$ cat config.mk
export PLATFORM = sky130hd
export DESIGN_NAME = pipe_hazard_ctrl_flat
export DESIGN_NICKNAME = d
export VERILOG_FILES = /design/src/rtl/pipe_hazard_ctrl_if.sv /design/src/rtl/pipe_hazard_ctrl.sv /design/src/flat_wrapper.sv
export SDC_FILE = /design/constraint.sdc
export NUM_CORES = 1
export LEC_CHECK = 0
export CAP_MARGIN = 0
export CORE_MARGIN = 10
export CORE_UTILIZATION = 50
export CTS_CLUSTER_SIZE = 30
export DETAILED_ROUTE_END_ITERATION = 16
export PLACE_DENSITY = 0.86
export SLEW_MARGIN = 10
export SYNTH_ARGS = -nofsm -noshare
export SYNTH_HDL_FRONTEND = slang
export SYNTH_SLANG_ARGS = --single-unit
$ cat constraint.sdc
create_clock -name clk -period 2.4 [get_ports clk]
set_input_delay 0.6 -clock clk [delete_from_list [all_inputs] [get_ports clk]]
set_output_delay 0.6 -clock clk [all_outputs]
set_load 0.01 [all_outputs]
$ cat src/rtl/pipe_hazard_ctrl_if.sv
// Bus between the pipeline sequencing controller and the datapath / branch control.
// The datapath side is the master (drives fetch byte, branch and hold inputs).
interface pipe_hazard_ctrl_if;
  logic [7:0] if_ins;
  logic       br_taken;
  logic       hold;
  logic       pc_en;
  logic       ifid_en;
  logic       ifid_flush;
  logic       idex_bubble;
  logic       id_imm;
  logic [1:0] fwd_a;
  logic [1:0] fwd_b;

  modport master (
    output if_ins, br_taken, hold,
    input  pc_en, ifid_en, ifid_flush, idex_bubble, id_imm, fwd_a, fwd_b
  );

  modport slave (
    input  if_ins, br_taken, hold,
    output pc_en, ifid_en, ifid_flush, idex_bubble, id_imm, fwd_a, fwd_b
  );
endinterface

$ cat src/rtl/pipe_hazard_ctrl.sv
// IF/ID/EX/MEM/WB sequencing for the 8-bit core: stall, flush, hold and operand forwarding.
// Past ID only the producer/load attributes of each slot are needed, so that is all that is kept.
module pipe_hazard_ctrl (
  input  logic              clk,
  input  logic              rst,
  pipe_hazard_ctrl_if.slave bus
);

  localparam logic [3:0] OP_LOAD    = 4'd13;
  localparam logic [3:0] OP_LOADIMM = 4'd15;

  function automatic logic op_reads_a(input logic [3:0] op);
    return op inside {4'd1, 4'd2, 4'd3, 4'd4, 4'd5, 4'd6, 4'd14};
  endfunction

  function automatic logic op_reads_b(input logic [3:0] op);
    return op inside {4'd1, 4'd2, 4'd3, 4'd8, 4'd9, 4'd10, 4'd11, 4'd13, 4'd14};
  endfunction

  function automatic logic op_produces(input logic [3:0] op);
    return op inside {4'd1, 4'd2, 4'd3, 4'd4, 4'd5, 4'd7, 4'd8, 4'd13};
  endfunction

  logic [7:0] id_q, id_d;
  logic       id_imm_q, id_imm_d;
  logic [1:0] imm_dest_q, imm_dest_d;   // ra of the LOADIMM that tagged the id byte
  logic       ex_prod_q, ex_prod_d;
  logic       ex_load_q, ex_load_d;
  logic [1:0] ex_dest_q, ex_dest_d;
  logic       mem_prod_q, mem_prod_d;
  logic [1:0] mem_dest_q, mem_dest_d;
  logic [1:0] fwd_a_q, fwd_a_d;
  logic [1:0] fwd_b_q, fwd_b_d;

  logic [3:0] id_op;
  logic [1:0] id_ra, id_rb;
  logic       id_rd_a, id_rd_b, id_prod;
  logic [1:0] id_dest;
  logic       load_use;
  logic       pc_en, ifid_en, ifid_flush, idex_bubble;

  function automatic logic [1:0] fwd_sel(input logic rd, input logic [1:0] src,
                                         input logic ex_p, input logic [1:0] ex_d,
                                         input logic mem_p, input logic [1:0] mem_d);
    if (!rd)                     return 2'b00;
    else if (ex_p && ex_d == src)   return 2'b01;
    else if (mem_p && mem_d == src) return 2'b10;
    else                         return 2'b00;
  endfunction

  always_comb begin
    id_op    = id_q[7:4];
    id_ra    = id_q[3:2];
    id_rb    = id_q[1:0];
    id_rd_a  = !id_imm_q && op_reads_a(id_op);
    id_rd_b  = !id_imm_q && op_reads_b(id_op);
    id_prod  = id_imm_q || op_produces(id_op);
    id_dest  = id_imm_q ? imm_dest_q : id_ra;
    load_use = ex_load_q && ((id_rd_a && id_ra == ex_dest_q) ||
                             (id_rd_b && id_rb == ex_dest_q));
  end

  // Priority: reset, then hold, then branch flush, then load-use stall.
  always_comb begin
    pc_en       = 1'b1;
    ifid_en     = 1'b1;
    ifid_flush  = 1'b0;
    idex_bubble = 1'b0;
    if (rst) begin
      pc_en = 1'b1;
    end else if (bus.hold) begin
      pc_en   = 1'b0;
      ifid_en = 1'b0;
    end else if (bus.br_taken) begin
      ifid_flush  = 1'b1;
      idex_bubble = 1'b1;
    end else if (load_use) begin
      pc_en       = 1'b0;
      ifid_en     = 1'b0;
      idex_bubble = 1'b1;
    end
  end

  always_comb begin
    id_d       = id_q;
    id_imm_d   = id_imm_q;
    imm_dest_d = imm_dest_q;
    ex_prod_d  = ex_prod_q;
    ex_load_d  = ex_load_q;
    ex_dest_d  = ex_dest_q;
    mem_prod_d = mem_prod_q;
    mem_dest_d = mem_dest_q;
    fwd_a_d    = fwd_a_q;
    fwd_b_d    = fwd_b_q;
    if (!bus.hold) begin
      if (ifid_flush) begin
        id_d       = 8'h00;
        id_imm_d   = 1'b0;
        imm_dest_d = 2'b00;
      end else if (ifid_en) begin
        id_d       = bus.if_ins;
        id_imm_d   = (id_op == OP_LOADIMM) && !id_imm_q;
        imm_dest_d = id_ra;
      end
      if (idex_bubble) begin
        ex_prod_d = 1'b0;
        ex_load_d = 1'b0;
        ex_dest_d = 2'b00;
        fwd_a_d   = 2'b00;
        fwd_b_d   = 2'b00;
      end else begin
        ex_prod_d = id_prod;
        ex_load_d = !id_imm_q && (id_op == OP_LOAD);
        ex_dest_d = id_dest;
        fwd_a_d   = fwd_sel(id_rd_a, id_ra, ex_prod_q, ex_dest_q, mem_prod_q, mem_dest_q);
        fwd_b_d   = fwd_sel(id_rd_b, id_rb, ex_prod_q, ex_dest_q, mem_prod_q, mem_dest_q);
      end
      mem_prod_d = ex_prod_q;
      mem_dest_d = ex_dest_q;
    end
  end

  always_ff @(posedge clk or posedge rst) begin
    if (rst) begin
      id_q       <= 8'h00;
      id_imm_q   <= 1'b0;
      imm_dest_q <= 2'b00;
      ex_prod_q  <= 1'b0;
      ex_load_q  <= 1'b0;
      ex_dest_q  <= 2'b00;
      mem_prod_q <= 1'b0;
      mem_dest_q <= 2'b00;
      fwd_a_q    <= 2'b00;
      fwd_b_q    <= 2'b00;
    end else begin
      id_q       <= id_d;
      id_imm_q   <= id_imm_d;
      imm_dest_q <= imm_dest_d;
      ex_prod_q  <= ex_prod_d;
      ex_load_q  <= ex_load_d;
      ex_dest_q  <= ex_dest_d;
      mem_prod_q <= mem_prod_d;
      mem_dest_q <= mem_dest_d;
      fwd_a_q    <= fwd_a_d;
      fwd_b_q    <= fwd_b_d;
    end
  end

  assign bus.pc_en       = pc_en;
  assign bus.ifid_en     = ifid_en;
  assign bus.ifid_flush  = ifid_flush;
  assign bus.idex_bubble = idex_bubble;
  assign bus.id_imm      = id_imm_q;
  assign bus.fwd_a       = fwd_a_q;
  assign bus.fwd_b       = fwd_b_q;

endmodule

$ cat src/flat_wrapper.sv
// flat-port wrapper written by rule: the top's interface ports become plain ports
module pipe_hazard_ctrl_flat 
  (clk, rst, bus_if_ins, bus_br_taken, bus_hold, bus_pc_en, bus_ifid_en, bus_ifid_flush, bus_idex_bubble, bus_id_imm, bus_fwd_a, bus_fwd_b);
  pipe_hazard_ctrl_if bus_i ();
  input  logic clk;
  input  logic rst;
  input wire logic [$bits(bus_i.if_ins)-1:0] bus_if_ins;
  input wire logic [$bits(bus_i.br_taken)-1:0] bus_br_taken;
  input wire logic [$bits(bus_i.hold)-1:0] bus_hold;
  output wire logic [$bits(bus_i.pc_en)-1:0] bus_pc_en;
  output wire logic [$bits(bus_i.ifid_en)-1:0] bus_ifid_en;
  output wire logic [$bits(bus_i.ifid_flush)-1:0] bus_ifid_flush;
  output wire logic [$bits(bus_i.idex_bubble)-1:0] bus_idex_bubble;
  output wire logic [$bits(bus_i.id_imm)-1:0] bus_id_imm;
  output wire logic [$bits(bus_i.fwd_a)-1:0] bus_fwd_a;
  output wire logic [$bits(bus_i.fwd_b)-1:0] bus_fwd_b;
  assign bus_i.if_ins = bus_if_ins;
  assign bus_i.br_taken = bus_br_taken;
  assign bus_i.hold = bus_hold;
  assign bus_pc_en = bus_i.pc_en;
  assign bus_ifid_en = bus_i.ifid_en;
  assign bus_ifid_flush = bus_i.ifid_flush;
  assign bus_idex_bubble = bus_i.idex_bubble;
  assign bus_id_imm = bus_i.id_imm;
  assign bus_fwd_a = bus_i.fwd_a;
  assign bus_fwd_b = bus_i.fwd_b;
  pipe_hazard_ctrl u_core (.clk(clk), .rst(rst), .bus(bus_i));
endmodule
==> reports/metrics.csv <==
metric,value,unit
path_cells,o21bai_4 -> a2111oi_4 -> a22o_4 -> a31o_4 -> nand2_4 -> buf_6,
cp-start-kind,register,
power,1070,µW
synth_seq_cells,22,
ir_worst_vdd,0.000553,V
arrival,1.92,ns
leakagePower,0.000884,µW
layout-drive-gt1-share,0.383,
final_util,0.746,
grt_usage,0.144,
required,1.80,ns
hold_viol_final,0,
cpPeakStageDelay,0.45,ns
period_share,1.05,
maxCapViolations,0,
port_buffers,20,
clk_path_buf_depth,2,
min_from,u_core.bus.fwd_a[0],
slowest_stage,dfrtp_2,
insertion_delay,0.31,ns
rrSetupSlack,0.26,ns
relSlewSlack,0.760,
dp.cells,197,
synth.yosys.seq_area_share,0.436,
antenna_cells,0,
status,"complete, but fails checks",
drt-vias-per-instance,5.43,
die_area,0.00494,mm²
dp_hpwl,2.49,mm
dp_slack,-0.525,ns
synth_compound_area_frac,0.155,
avgRoutedWirePerCell,16.2,µm
drv_slew,0,
r2r_end,u_core.id_q[0],
cts_max_level,1,
crit_family,compound AO/OA/AOI/OAI gates,
die_w,70.3,µm
antenna_found_initial,0,
min_path_cells,2,
violations,negative setup slack,
yosys.area_share.simple,0.157,
r2r-start,u_core.id_q[4],
synth_area,0.00126,mm²
netlist-cell-type-count,31,
cts_made_buffers,3,
synth_top_family_by_area,simple AND/OR/NAND/NOR gates,
rsz0062_at_grt,yes,
setup.worst_path.class,register to output port,
synth_nets,142,
grt_pass1_wl,5.87,mm
min_to,u_core.bus.fwd_a[0],
grt_pass1_vias,1249,
cts_tree,built,
post-route-drc-count,0,
synth_xor_area_frac,0.0554,
tightest_slew,0.360,ns
wirelength,3.39,mm
endpoint_kind,output port,
synthAdderAreaFrac,0,
antenna_left,0,
syn_inst,130,
cts_root_buf,clkbuf_4,
hp-class,register to register,
gp_congestion,0.875,
io_pins,21,
hold_buffers,0,
core.rowCount,18,
dr.first_iter.drc_count,66,
die_y,70.3,µm
period_minus_slack,2.52,ns
fin_area,0.00183,mm²
setup_viol,3,
finalWorstSetupSlack,-0.117,ns
drtPass1Iterations,4,
grt_max_degree,25,
critPathBufInv,1,
skew,0.00700,ns
ys_warn_count,0,
dpl_cell_area,0.00165,mm²
area_growth_syn_to_layout,45.0,%
fmax,397,MHz
final_cells,210,
clk_pin_slew_worst_paths,0.12,ns
synth_mux_area_frac,0.130,
clkSinkCount,22,
powerDensity,584,mW/mm²
start_util,0.515,
coreArea,0.00245,mm²
grt-ovfl-total,0,
fin_nets,194,
avgSynthCellArea,9.72,µm²
crit_fanout,5,
r2r_cells,9,
vias,1141,
[how the worst max path moves through the flow]
stage	from	to	cells past startpoint
CTS	u_core.id_q[4]	bus_idex_bubble	6
detailed placement	rst	bus_idex_bubble	6
global route	u_core.id_q[7]	bus_idex_bubble	6
global placement	bus_br_taken	bus_idex_bubble	5
finish	u_core.id_q[7]	bus_ifid_en	6
floorplan	u_core.id_q[7]	bus_pc_en	6
[timing repair]
action	4_1_cts	5_1_grt
gates resized for setup	36	5
pin swaps	10	4
setup endpoints to repair	4	4
setup buffers	7	3
[synthesized netlist by cell type, drive strengths merged]
cell,instances,area share
o21bai,1,0.0089
clkbuf,5,0.015
mux2i,10,0.079
a22oi,1,0.0059
nand3,3,0.012
buf,3,0.019
a21bo,1,0.0079
inv,11,0.033
nand2b,2,0.0099
nand4,3,0.015
xor2,4,0.028
nor2,6,0.018
a31o,1,0.0069
xnor2,4,0.028
a221oi,1,0.012
mux2,5,0.050
nor3,3,0.012
dfrtp,22,0.44
a22o,1,0.014
a21oi,3,0.012
nand2,24,0.071
a2111oi,1,0.022
o31ai,7,0.042
or3,2,0.0099
o21ai,3,0.012
nor2b,1,0.0050
a41oi,1,0.013
and3,1,0.0050
[report_power, final]
part           internal, µW  leakage (µW)  switching [µW]
Clock                  58.8     0.0000138             113
Sequential              421      0.000273            48.5
Combinational           240      0.000598             189
[cell usage in the layout (no fill, tap or decap), types with 2 or more instances in the layout]
master	n
buf_4	34
nand2_1	23
dfrtp_1	18
clkdlybuf4s50_1	16
inv_1	10
mux2i_1	10
o31ai_1	7
nor2_1	5
xor2_1	4
xnor2_1	4
dfrtp_2	4
nand4_1	3
a21oi_1	3
mux2_2	3
nand3_1	3
clkbuf_4	3
buf_6	3
nor3_2	2
o21ai_0	2
mux2_4	2
buf_2	2
[per-layer routing]
layer  global-route usage  wire length [µm]  vias to the layer above
met3               0.0297               161                       11
met2                0.260              1790                       37
met1                0.155              1340                      550
met5                    0                 0                        -
met4               0.0658                99                        0
li1                     -                 -                      543
[state kept, by name (all words and copies together) (netlist names)]
signal	flops
u_core.imm_dest_q	2
u_core.id_q	8
u_core.mem_prod_q	1
u_core.ex_prod_q	1
u_core.ex_dest_q	2
u_core.bus.fwd_a	2
u_core.ex_load_q	1
u_core.bus.id_imm	1
u_core.mem_dest_q	2
u_core.bus.fwd_b	2
[area by class of cell]
type	count	area (µm²)
Inverter	11	41.3
Fill cell	163	623
Timing Repair Buffer	55	459
Sequential cell	22	556
Multi-Input combinational cell	89	716
Clock buffer	3	22.5
Tap cell	30	37.5
[per-stage QoR]
| stage | hold WS (ns) | TNS (ns) |
|---|---|---|
| final | 0.503 | -0.347 |
| after global routing | 0.528 | -0.510 |
| after CTS | 0.506 | -0.256 |
| after detailed placement | 0.478 | -1.54 |
| after global placement | 0.467 | -1.48 |
| after floorplan | 0.482 | 0 |
[tightest hold or removal path: cells and delay by family (launching register included)]
family	cells	cell delay [ns]
flops	1	0.36
simple gates	1	0.06
compound gates	1	0.06
[cell families (layout without fill, tap and decap cells)]
kind of cell	Yosys count	after routing
buffers and inverters	19	69
AND/OR/NAND/NOR	45	45
XOR/XNOR	8	8
flip-flops	22	22
AO/OA/AOI/OAI	21	21
multiplexers	15	15
(Power assumes the default switching activity.)
